### src/rtl/etr_input_filter.sv
// etr_input_filter
//   Conditions the external trigger pin for the timer slave/clock logic.
//   The pin is synchronised and polarity-corrected, then either passed straight
//   through (etf_i == 0) or qualified by a digital glitch filter that samples on
//   sample_en_i. A one-cycle strobe marks each rising edge of the filtered level.
//
// Ports
//   clk_i        timer kernel clock
//   aresetn_i    asynchronous active-low reset
//   etr_i        raw external trigger pin (asynchronous)
//   etp_i        polarity: 0 = non-inverted, 1 = inverted
//   etf_i        filter config: [3:2] sample divider, [1:0] event count
//   sample_en_i  sampling tick from the ETPS divider, one clk_i wide
//   etrf_o       filtered, polarity-corrected trigger level
//   etrf_rise_o  one-cycle pulse on each 0->1 of etrf_o
module etr_input_filter #(
    parameter int unsigned SYNC_STAGES = 2
) (
    input  logic       clk_i,
    input  logic       aresetn_i,
    input  logic       etr_i,
    input  logic       etp_i,
    input  logic [3:0] etf_i,
    input  logic       sample_en_i,
    output logic       etrf_o,
    output logic       etrf_rise_o
);

    logic [SYNC_STAGES-1:0] sync_q;
    logic                   etrp;
    logic [3:0]             etf_q;
    logic [2:0]             presc_q, presc_d;
    logic [2:0]             evt_q, evt_d;
    logic                   filt_q, filt_d;
    logic                   filt_dly_q;
    logic [2:0]             div_max;
    logic [2:0]             evt_max;
    logic                   bypass;
    logic                   cfg_change;

    // Synchroniser: shift the raw pin through SYNC_STAGES flops.
    always_ff @(posedge clk_i or negedge aresetn_i) begin
        if (!aresetn_i) begin
            sync_q <= '0;
        end else begin
            sync_q <= {sync_q[SYNC_STAGES-2:0], etr_i};
        end
    end

    // Polarity is applied after the synchroniser so an etp_i flip behaves like a pin edge.
    assign etrp = sync_q[SYNC_STAGES-1] ^ etp_i;

    assign bypass     = (etf_i == 4'b0000);
    assign cfg_change = (etf_i != etf_q);

    // Terminal counts: divider 1/2/4/8 and event count 2/4/6/8, both stored as value-1.
    always_comb begin
        div_max = 3'd0;
        unique case (etf_i[3:2])
            2'b00:   div_max = 3'd0;
            2'b01:   div_max = 3'd1;
            2'b10:   div_max = 3'd3;
            2'b11:   div_max = 3'd7;
            default: div_max = 3'd0;
        endcase
    end

    assign evt_max = {etf_i[1:0], 1'b1};

    always_comb begin
        presc_d = presc_q;
        evt_d   = evt_q;
        filt_d  = filt_q;
        if (cfg_change) begin
            // New configuration: restart qualification, keep the current level.
            presc_d = 3'd0;
            evt_d   = 3'd0;
        end else if (bypass) begin
            presc_d = 3'd0;
            evt_d   = 3'd0;
            filt_d  = etrp;
        end else if (sample_en_i) begin
            if (presc_q >= div_max) begin
                presc_d = 3'd0;
                if (etrp == filt_q) begin
                    evt_d = 3'd0;
                end else if (evt_q >= evt_max) begin
                    filt_d = etrp;
                    evt_d  = 3'd0;
                end else begin
                    evt_d = evt_q + 3'd1;
                end
            end else begin
                presc_d = presc_q + 3'd1;
            end
        end
    end

    always_ff @(posedge clk_i or negedge aresetn_i) begin
        if (!aresetn_i) begin
            etf_q      <= 4'b0000;
            presc_q    <= 3'd0;
            evt_q      <= 3'd0;
            filt_q     <= 1'b0;
            filt_dly_q <= 1'b0;
        end else begin
            etf_q      <= etf_i;
            presc_q    <= presc_d;
            evt_q      <= evt_d;
            filt_q     <= filt_d;
            filt_dly_q <= filt_q;
        end
    end

    assign etrf_o      = filt_q;
    assign etrf_rise_o = filt_q & ~filt_dly_q;

endmodule
### config.mk
export PLATFORM = sky130hd
export DESIGN_NAME = etr_input_filter
export DESIGN_NICKNAME = d
export VERILOG_FILES = /design/src/rtl/etr_input_filter.sv
export SDC_FILE = /design/constraint.sdc
export NUM_CORES = 1
export LEC_CHECK = 0
export CAP_MARGIN = 20
export CORE_MARGIN = 1
export CORE_UTILIZATION = 45
export CTS_BUF_LIST = sky130_fd_sc_hd__clkbuf_8
export CTS_CLUSTER_SIZE = 40
export DETAILED_ROUTE_END_ITERATION = 8
export MAX_ROUTING_LAYER = met4
export PLACE_DENSITY_LB_ADDON = 0.3
export REMOVE_ABC_BUFFERS = 1
export SETUP_SLACK_MARGIN = 0.1
export SLEW_MARGIN = 15
export SYNTH_ARGS = -nofsm -noshare
export SYNTH_HDL_FRONTEND = slang
export SYNTH_SLANG_ARGS = --single-unit
export TNS_END_PERCENT = 5
### constraint.sdc
create_clock -name clk_i -period 2.3 [get_ports clk_i]
set_input_delay 0.46 -clock clk_i [delete_from_list [all_inputs] [get_ports clk_i]]
set_output_delay 0.46 -clock clk_i [all_outputs]
set_load 0.02 [all_outputs]
Word level (Yosys, flattened, before mapping):

Cells that the tools add are included.

* $add $sub $neg: 2
* multipliers: 0
* div/mod/pow operators: 0
* magnitude comparators: 2
* eq/ne operators: 6
* shifts and indexed selects: 0
* muxes and demuxes: 16
* bitwise logic cells: 4
* reduce and logical (&&, ||, !) cells: 9

Operators with widths (count)
* two-way mux 3 bit: 10
* case mux 3 bit (4 select lines): 1
* adder 3 x 1 -> 3 bit, second input constant: 2
* >= comparator 3 bit: 2
* nonzero test 2 bit: 3
* nonzero test 3 bit: 2
* two-way mux 1 bit: 5
* AND reduction 5 bit: 1
* equality test 2 bit, second input constant: 2
* logical NOT 4 bit: 1
* != test 4 bit: 1
* equality test 2 x 1 -> 1 bit, second input constant: 1
* logical NOT 2 bit: 1
* != test 2 bit, second input constant: 1
* inverter 1 bit: 2
* AND reduction 2 bit: 1
* bitwise AND 1 bit: 1
* equality test 1 bit: 1
* bitwise XOR 1 bit: 1

* register bits: 14
* bits in latches: 0
* bits in writable memories: 0
* bits in read-only memories: 0
* bits of input ports: 9
* memories: 0

Logic depth before layout (Yosys ltp):

* depth in word-level cells: 7
* gate-level depth with buffers: 7

Worst setup path after synthesis:

OpenSTA, ideal clock, no wires.

* path kind: input to register
* from: input port etf_i[3]
* to: register filt_q (netlist: etrf_o)
* library setup time: 128 ps
* arrival time: 2077 ps
* data required time: 2172 ps
* slack: 95 ps
* cell stages on the path: 7
* buffers on the path: 0
* cells stage by stage: or2_4 ha_1 nor2b_1 o21ai_0 a21oi_1 or4_1 mux2_1

* word-level cells in the longest chain between the ends: 5
* elaborated cells between the ends (all ways): 15
* those cells by class: 1 x order compare; 5 x eq/ne; 2 x mux; 1 x bitwise; 6 x reduce/logical

Ends and longest elaborated chain
* from (decl): line 23 `input logic [3:0] etf_i,`
* equality test 2 bit (tied with other cells): line 59 `unique case (etf_i[3:2])`
* case mux 3 bit (4 select lines): line 59
* >= comparator 3 bit: line 83 `if (presc_q >= div_max) begin`
* nonzero test 2 bit (no source line)
* AND reduction 5 bit (no source line)
* to (signal assigned): line 110 `filt_q <= filt_d;`
* to (decl): line 34 `logic filt_q, filt_d;`

Several ways; a longest one is shown, not always the timed one.
A chain may end at the register's enable or synchronous reset.

Worst setup path after layout:

Ends and elaborated chain as after synthesis.

==> flow_summary.rst <==
.. list-table::
   :header-rows: 1

   * - Metric
     - Value
   * - Number of flops mapped to enable cells by yosys
     - 0
   * - Share of the cycle needed by the critical path after routing
     - 96.9%
   * - Share of Yosys cell area claimed by the top area cell type
     - 44.4%
   * - Synthesized flop and latch total
     - 14
   * - Setup-failing EPs final
     - 0
   * - Detail-routed net length per standard cell
     - 14.7 µm
   * - Number of buffers on the longest clock path
     - 2
   * - Clock root buffer master
     - sky130_fd_sc_hd__clkbuf_8
   * - Number of clock buffers inserted by TritonCTS
     - 3
   * - Post-route ant nets
     - 0
   * - Power dissipated by switching net loads
     - 126 µW
   * - Setup slack at placement
     - -0.441 ns
   * - Cells after DPL
     - 111
   * - Count of clock tree sinks
     - 14
   * - Largest stage delay, worst path
     - between 0.5 and 0.6 ns
   * - Number of max-cap violations
     - 0
   * - Layout cell share with drive strength beyond 1
     - 20.0%
   * - DRC violation count after routing
     - 2
   * - Status
     - complete, but fails checks
   * - Per-cell via count in the routed design
     - 5.48
   * - Peak supply drop
     - about 0.00025 V
   * - Switching power share of the total
     - between 20% and 30%
   * - Area inside the core boundary
     - approximately 0.0016 mm²
   * - Num rows
     - 14
   * - Hold Fails Final Rpt
     - 0
   * - Start-to-end type of the worst setup path
     - in -> reg
   * - Beginning of the worst register-to-register path
     - presc_q[0]
   * - Synth area leader
     - sky130_fd_sc_hd__dfrtp_1
   * - Antenna fix cells
     - 0
   * - Capturing element type of the critical path
     - flip-flop
   * - Reg clk slew, reported paths
     - roughly 0.06 ns
   * - Reg2reg setup slack
     - 0.21 ns
   * - Top-level port count
     - 11
   * - Total routed wirelength
     - between 1.5 and 2 mm
   * - Overflow left after global routing
     - 0
   * - Placer Congestion
     - 0.796
   * - Sum of buffers and inverters on the critical path
     - 1
   * - Worst min-delay path class
     - reg -> reg
   * - Share of total power in combinational logic
     - 16.5%
   * - DIE HEIGHT
     - 43.9 µm
   * - Pin count of the biggest net entering global routing
     - 15
   * - Detailed placement HPWL
     - roughly 1.2 mm
   * - Layout area overhead
     - 29.8%
   * - Fraction of registers with async set or reset after synthesis
     - 100%
   * - Most numerous cell in the Yosys netlist
     - sky130_fd_sc_hd__dfrtp_1
   * - Reg-to-reg endpoint
     - etrf_o
   * - Number of nets in the layout
     - approximately 120
   * - First-pass GRT wire length
     - around 2.8 mm
   * - Clock power share
     - 36.0%
   * - Commonest cells in the synthesized netlist
     - sky130_fd_sc_hd__dfrtp_1 (14), sky130_fd_sc_hd__nand2_1 (9), sky130_fd_sc_hd__a21oi_1 (8)
   * - Maximum fanout along the worst path
     - 4
   * - Max-slew violation total from the final report
     - 0
   * - Worst slew slack as a fraction of its limit
     - 58.5%
   * - Syn_area_per_cell
     - slightly above 10 µm²
   * - RSZ-0062 raised after global routing
     - false
   * - Number of port buffers
     - 10
   * - Leakage power
     - 0.000495 µW
   * - Family with the most delay on the worst path
     - simple AND/OR/NAND/NOR gates
   * - Number of cells on the critical path
     - 8
   * - Post-synthesis instance area
     - approximately 800 µm²
   * - Highest Clock Rate
     - ~450 MHz
   * - Internal Power
     - 417 µW
   * - Final critical-path required period
     - 2.23 ns
   * - Area of the die
     - 0.00192 mm²
   * - Worst clock skew on the final layout
     - 0.00404 ns
   * - Count of different cell masters after synthesis
     - 26
   * - Worst path cell trace
     - clkbuf_2 > or2_4 > ha_1 > nor2b_1 > o21ai_1 > a21oi_1 > or4_1 > mux2_4
   * - TritonCTS clock tree
     - built
   * - H-tree level count
     - 1
   * - Number of antenna violations at the first check in global routing
     - 0
   * - Gate count of the mapped netlist
     - 77
   * - Violated checks
     - design-rule violations
   * - Total via count after detailed routing
     - 636
   * - Worst setup startpoint
     - etf_i[3]
   * - Most instantiated flip-flop cell in the synthesis netlist
     - sky130_fd_sc_hd__dfrtp_1
   * - Number of global-route vias before repair
     - 646
   * - Starting density of the core
     - 50.0%
   * - Clock latency reported for the late side of the worst-skew pair
     - between 0.2 and 0.25 ns
   * - Count of hold buffers inserted by post-cts repair
     - 0
   * - Startpoint types
     - input pin
   * - Standard cell with the maximum stage delay on the critical path
     - sky130_fd_sc_hd__or4_1
   * - Die outline width
     - 43.9 µm
   * - Fill cell count
     - 131
   * - Capture point of the worst path
     - etrf_o
   * - Setup ws final
     - approximately 0.07 ns
   * - DR pass1 iterations
     - 6
   * - Worst-margin pin slew
     - 0.621 ns
   * - Power Dens Cells
     - 530 mW/mm²
   * - Gr usage total
     - 20.9%
   * - Ranking of synthesized cells by area
     - sky130_fd_sc_hd__dfrtp_1 (44%), sky130_fd_sc_hd__ha_1 (11%), sky130_fd_sc_hd__a21oi_1 (5.1%), sky130_fd_sc_hd__xnor2_1 (4.4%), sky130_fd_sc_hd__nand2_1 (4.3%)
   * - Sequential cell area fraction in the yosys report
     - roughly 44%
   * - Reg2Reg Depth
     - 7
   * - Number of warning messages in the yosys log
     - 0
   * - Share of power burned in registers
     - 47.5%
   * - Required time reported for the critical path endpoint
     - 2.43 ns
   * - Initial detailed-routing violation count
     - 13
   * - Final Instance Count excl. Fillers
     - approximately 120
   * - Worst Path Arrival
     - 2.36 ns
-- worst register-to-register path, cell delays in order (launching register included) --
cell,delay [ns]
sky130_fd_sc_hd__dfrtp_1,0.36
sky130_fd_sc_hd__inv_1,0.08
sky130_fd_sc_hd__ha_1,0.20
sky130_fd_sc_hd__nor2b_1,0.15
sky130_fd_sc_hd__o21ai_1,0.22
sky130_fd_sc_hd__a21oi_1,0.10
sky130_fd_sc_hd__or4_1,0.56
sky130_fd_sc_hd__mux2_4,0.32
-- layout by cell type (no fill, tap or decap), drive strengths merged, types with 2 or more instances in the layout --
master,n
xnor2,4
dfrtp,14
clkbuf,5
nand4b,2
nor2b,3
buf,11
and2,2
o21ai,3
nand2,9
a21oi,8
nor2,2
ha,7
nand3,4
inv,4
mux2,2
clkdlybuf4s50,6
a211oi,2
-- per-layer routing --
metal | wire length (µm) | vias up | global-route usage (%)
li1 | - | 316 | -
met5 | 0 | - | -
met1 | 757 | 306 | 24.0
met3 | 45 | 5 | 3.75
met4 | 30 | 0 | 9.09
met2 | 872 | 9 | 35.5
-- area by class of cell --
| type | count | area [µm²] | share of cell area [%] |
|---|---|---|---|
| Clock buffer | 3 | 41.3 | 4.03 |
| Multi-Input combinational cell | 58 | 423 | 41.3 |
| Timing Repair Buffer | 21 | 174 | 17.0 |
| Tap cell | 16 | 20.0 | 1.96 |
| Inverter | 4 | 15.0 | 1.47 |
| Sequential cell | 14 | 350 | 34.2 |
-- worst min-delay path by stage --
stage,startpoint,to,slack [ns],cells after the start
global route,sync_q[0],sync_q[1],0.35,0
finish,sync_q[0],sync_q[1],0.35,0
detailed placement,sync_q[0],sync_q[1],0.34,0
floorplan,aresetn_i,etf_q[0],0.16,0
global placement,sync_q[0],sync_q[1],0.33,0
CTS,sync_q[0],sync_q[1],0.35,0
-- logic make-up after synthesis --
family	Yosys count	share of synthesized area (%)
AO/OA/AOI/OAI	16	11.7
AND/OR/NAND/NOR	27	19.0
flip-flops	14	44.4
XOR/XNOR	6	8.41
multiplexers	2	2.86
adder cells (fa/ha/maj)	7	11.1
buffers and inverters	5	2.38
-- state kept, by name (all words and copies together), names as in the netlist --
register and flops:
presc_q 3, evt_q 3, filt_dly_q 1, sync_q 2, etf_q 4, etrf_o 1
-- power groups by stage --
stage / logic [µW] / clock network [µW] / registers, µW
global route: 97.4 / 215 / 258
finish: 89.4 / 195 / 258
CTS: 87.5 / 199 / 258
floorplan: 38.6 / 0 / 262
detailed placement: 86.9 / 0 / 262
global placement: 84.1 / 0 / 262
-- per-stage QoR --
stage | instance area [µm²] | setup TNS, ns | hold WS, ns | util (%) | total power [µW]
after global placement | 972 | -0.436 | 0.333 | 61.7 | 346
after floorplan | 785 | 0 | 0.164 | - | 300
after global routing | 1020 | 0 | 0.355 | 64.9 | 570
final | 1020 | 0 | 0.349 | 64.9 | 542
after detailed placement | 972 | -0.889 | 0.341 | 61.7 | 349
after CTS | 1020 | 0 | 0.353 | 64.5 | 544
-- timing repair --
| action | 4_1_cts | 5_1_grt |
|---|---|---|
| resized for setup | 4 | 6 |
| setup buffers | 1 | 1 |
| pin swaps | 1 | 4 |
| hold endpoints to repair | 0 | 0 |
| endpoints found under the setup margin | 1 | 1 |
Note: power is estimated with default switching activity, not from simulation.
==> variant 1 (same settings) <==
Put a register stage on the output `etrf_rise_o`, cleared by the reset. The value now appears one clock later. The other outputs are not delayed to match. Comments in the files are not updated.
--- a/src/rtl/etr_input_filter.sv
+++ b/src/rtl/etr_input_filter.sv
@@ -113,6 +113,12 @@
     end
 
     assign etrf_o      = filt_q;
-    assign etrf_rise_o = filt_q & ~filt_dly_q;
+    always_ff @(posedge clk_i or negedge aresetn_i) begin
+        if (!aresetn_i) begin
+            etrf_rise_o <= '0;
+        end else begin
+            etrf_rise_o <= filt_q & ~filt_dly_q;
+        end
+    end
 
 endmodule
Function: changed (Yosys sat finds a counterexample within 4 cycles, from zero or initial values and one cycle with aresetn_i low).
==> variant 1 against the unedited design <==
Global-route usage down 1.7 points; critical endpoint is now evt_q[0]; routed wire length fell by 7.3%; synthesized area rose by 5.1%; power up 7.2%; combinational power grew 0.8%; worst setup slack gained 170 ps; fmax increased by 8.0%; die area grew 4.8%; sequential cell count up 1; via count rose by 0.31%; design area rose by 6.1%; first-iteration DRC count fell by 85%; largest power group unchanged.
==> variant 1: results (changes against the unedited design) <==
[metrics] result of the run: completed
[metrics] gr usage total: 19.2% (-1.7 points)
[metrics] ratio of cells with drive above 1 in the final layout: 22.5% (+2.5 points)
[metrics] Commonest cells post-synth: sky130_fd_sc_hd__dfrtp_1 (15), sky130_fd_sc_hd__nand2_1 (9), sky130_fd_sc_hd__a21oi_1 (7), sky130_fd_sc_hd__ha_1 (7)
[metrics] fraction of the mapped netlist area in adder cells: 10.6% (-0.54 points)
[metrics] maximum clock skew at final layout: 2.11 ps (-1.93 ps)
[metrics] shortest period the worst path allows: 2060 ps (-166 ps)
[metrics] longest individual stage delay on the worst path: 480 ps (-80 ps)
[metrics] cell type of the slowest stage on the worst timing path: sky130_fd_sc_hd__clkdlybuf4s50_1
[metrics] sequential-to-total area share from yosys stat: 45.3% (+0.87 points)
[metrics] Register-to-Register Setup Slack: 520 ps (+310 ps)
[metrics] vias per std cell: 5.02 (-8.4%)
[metrics] vias in the first global route: 626 (-3.1%)
[metrics] total vias in the final route: 638 (+0.31%)
[metrics] Starting DRT DRC Count: 2 (-11)
[metrics] worst reg2reg startpoint: presc_q[2]
[metrics] post-placement setup slack: -308 ps (+134 ps)
[metrics] worst slew margin relative to its limit: 54.5% (-4.0 points)
[metrics] routed wire length per instance: 12.5 µm (-15%)
[metrics] capturing instance or port of the critical path: evt_q[0]
[metrics] area fraction in compound gates after synthesis: 13.0% (+1.2 points)
[metrics] leading cell types by total area after synthesis: sky130_fd_sc_hd__dfrtp_1 (45%), sky130_fd_sc_hd__ha_1 (11%), sky130_fd_sc_hd__a21oi_1 (4.2%), sky130_fd_sc_hd__xnor2_1 (4.2%), sky130_fd_sc_hd__nand2_1 (4.1%)
[metrics] GPL Wtd Cong: 0.778 (-2.3%)
[metrics] detailed-routing iteration count for the pre-antenna-repair pass: 3 (-3)
[metrics] depth of the worst register-to-register path: 6 (-1)
[metrics] mean cell area of the mapped netlist: 10.5 µm² (+2.4%)
[metrics] remaining antenna violation count: 0 (unchanged)
[metrics] Max FO, Critical Path: 3 (-1)
[metrics] static power due to leakage: 0.506 nW (+2.1%)
[metrics] number of fillers in the final layout: 158 (+21%)
[metrics] IR drop worst, VDD: 0.385 mV (+57%)
[metrics] capturing point of the worst reg2reg path: etrf_o
[metrics] timing startpoint of the critical path: etf_i[0]
[metrics] layout net count: 119 (+0.85%)
[metrics] synthesized-area fraction occupied by xor and xnor cells: 6.34% (-2.1 points)
[metrics] multiplexer share of the synthesized area: 2.72% (-0.14 points)
[metrics] HPWL after detailed placement: 1.20 mm (-3.1%)
[metrics] instance count after placement with tap cells included: 122 (+9.9%)
[metrics] CP Data Arrival Time: 2210 ps (-150 ps)
[metrics] cell family contributing the most delay on the critical path: compound AO/OA/AOI/OAI gates
[metrics] wire length of the first global-routing pass: 2.64 mm (-4.7%)
-- variant 1: area by class of cell --
class	count	share of cell area, %
Timing Repair Buffer	20	16.2
Sequential cell	15	34.6
Clock inverter	1	0.461
Multi-Input combinational cell	58	40.3
Tap cell	25	2.88
Inverter	5	1.73
Clock buffer	3	3.80
-- variant 1: what timing repair did --
| item | in CTS | in global routing |
|---|---|---|
| hold endpoints to repair | 0 | 0 |
| cloned | 0 | 0 |
| buffers inserted | 1 | 0 |
| gates resized for setup | 1 | 4 |
| setup endpoints to repair | 1 | 4 |
| pin swaps | 2 | 1 |
-- variant 1: stage by stage --
step / setup TNS, ps / area (µm²) / total power [mW] / hold slack, ps
2_1_floorplan: 0 / 823 / 0.320 / 164
3_3_place_gp: -377 / 1020 / 0.364 / 334
3_5_place_dp: -534 / 1020 / 0.368 / 343
4_1_cts: 0 / 1070 / 0.584 / 357
5_1_grt: 0 / 1090 / 0.608 / 371
6_report: 0 / 1090 / 0.581 / 358
-- variant 1: how the worst min path moves through the flow --
stage / start / to / slack, ps / depth (start not counted)
after floorplan: aresetn_i / etf_q[0] / 160 / 0
after global placement: sync_q[0] / sync_q[1] / 330 / 0
after detailed placement: sync_q[0] / sync_q[1] / 340 / 0
after CTS: sync_q[0] / sync_q[1] / 360 / 0
after global routing: sync_q[0] / sync_q[1] / 370 / 0
final: sync_q[0] / sync_q[1] / 360 / 0
-- variant 1: logic make-up (layout without fill, tap and decap cells) --
family | after synthesis | in the layout
AND/OR/NAND/NOR | 28 | 28
AO/OA/AOI/OAI | 15 | 15
flip-flops | 15 | 15
adder cells (fa/ha/maj) | 7 | 7
XOR/XNOR | 6 | 6
buffers and inverters | 6 | 29
multiplexers | 2 | 2
-- variant 1: report_power, final --
group	switching (mW)	total, mW	internal, mW
Combinational	0.0450	0.0901	0.0451
Clock	0.0955	0.216	0.120
Sequential	0.00434	0.276	0.271
Total	0.145	0.581	0.436
-- variant 1: metal layers --
metal / track usage (%) / wire (µm) / up-vias
met4: 10.9 / 42 / 0
met2: 31.2 / 799 / 11
met1: 22.1 / 708 / 301
met5: - / 0 / -
li1: - / - / 321
met3: 3.60 / 31 / 5
==> variant 2 (same flow settings) <==
Without the edit above. `SYNC_STAGES`: 2 -> 4.
--- a/src/rtl/etr_input_filter.sv
+++ b/src/rtl/etr_input_filter.sv
@@ -14,7 +14,7 @@
 //   etrf_o       filtered, polarity-corrected trigger level
 //   etrf_rise_o  one-cycle pulse on each 0->1 of etrf_o
 module etr_input_filter #(
-    parameter int unsigned SYNC_STAGES = 2
+    parameter int unsigned SYNC_STAGES = 4
 ) (
     input  logic       clk_i,
     input  logic       aresetn_i,
Function: changed (Yosys sat finds a counterexample within 4 cycles, from zero or initial values and one cycle with aresetn_i low).
==> variant 2 against the unedited design <==
First-iteration DRC count down 77%; clock power up 29%; worst setup slack better by 140 ps; power up 15%; routed wire length down 13%; design area up 2.7%; fmax up 6.6%; sequential share of layout area up 3.9 points; synthesized area up 4.8%; sequential cell count up 2; critical endpoint is now evt_q[2]; highest routed layer unchanged.
==> variant 2: results (changes against the unedited design) <==
[metrics] pin count of the biggest net entering global routing: 17 (+2)
[metrics] met3 track utilization from global routing: 4.80% (+1.1 points)
[metrics] detailed-routing iteration count for the pre-antenna-repair pass: 4 (-2)
[metrics] cts repair resizes: 0 (-4)
[metrics] post-placement setup slack: -82.7 ps (+359 ps)
[metrics] met3 layer wire length in the routed design: 38 µm (-16%)
[metrics] layout net count: 113 (-4.2%)
[metrics] placed inst area: 995 µm² (+2.3%)
[metrics] sequential-to-total area share from yosys stat: 48.5% (+4.0 points)
[metrics] Commonest cells post-synth: sky130_fd_sc_hd__dfrtp_1 (16), sky130_fd_sc_hd__nand2_1 (8), sky130_fd_sc_hd__a21oi_1 (7), sky130_fd_sc_hd__ha_1 (7), sky130_fd_sc_hd__inv_1 (5)
[metrics] GPL Wtd Cong: 0.763 (-4.2%)
[metrics] met1 Track Usage GR: 22.7% (-1.3 points)
[metrics] cell type of the slowest stage on the worst timing path: sky130_fd_sc_hd__clkdlybuf4s50_1
[metrics] setup repair bufs after CTS: 0 (-1)
[metrics] core area: 0.00173 mm² (+9.5%)
[metrics] ratio of cells with drive above 1 in the final layout: 13.5% (-6.5 points)
[metrics] total net switching power: 0.142 mW (+13%)
[metrics] result of the run: completed
[metrics] leading cell types by total area after synthesis: sky130_fd_sc_hd__dfrtp_1 (48%), sky130_fd_sc_hd__ha_1 (11%), sky130_fd_sc_hd__a21oi_1 (4.2%), sky130_fd_sc_hd__xnor2_1 (4.2%), sky130_fd_sc_hd__nand2_1 (3.6%)
[metrics] power in the clock group: 0.251 mW (+29%)
[metrics] Starting DRT DRC Count: 3 (-10)
[metrics] worst reg2reg startpoint: evt_q[1]
[metrics] maximum clock skew at final layout: 3.38 ps (-0.660 ps)
[metrics] met2 Resource Use GR: 27.6% (-7.9 points)
[metrics] Comb. pwr: 0.0783 mW (-12%)
[metrics] measured slew at the worst slew-check pin: 695 ps (+74.2 ps)
[metrics] wire length of the first global-routing pass: 2.48 mm (-10%)
[metrics] final cycle utilization of the critical path: 90.9% (-6.0 points)
[metrics] registers with the most flip-flops: etf_q (4), sync_q (4)
[metrics] Hold Worst Slack: 351 ps (+1.80 ps)
-- variant 2: cell types whose count changed after synthesis, sizes merged, moves of 2 or more --
cell,delta
dfrtp,+2
nor4,+2
nor2,+2
mux2,-2
xor2,+2
-- variant 2: logic make-up after synthesis --
family	count (synthesis)	share of synthesized area [%]
DFF	16	48.5
adders and majority gates	7	10.6
buffers and inverters	5	2.27
xor gates and xnor gates	8	10.2
and+or+nand+nor	26	16.7
AOI/OAI and AO/OA	15	11.8
-- variant 2: area by class of cell --
| class | instances | area (µm²) |
|---|---|---|
| fillers | 157 | 676 |
| multi-input cells | 56 | 408 |
| well taps | 25 | 31.3 |
| clock buffers | 4 | 55.1 |
| flip-flops and latches | 16 | 400 |
| repair buffers | 15 | 138 |
| inverters | 5 | 18.8 |
-- variant 2: through the flow --
stage	cells	total power, mW
floorplan	77	0.338
global placement	117	0.377
detailed placement	117	0.379
CTS	121	0.635
global route	121	0.655
finish	121	0.625
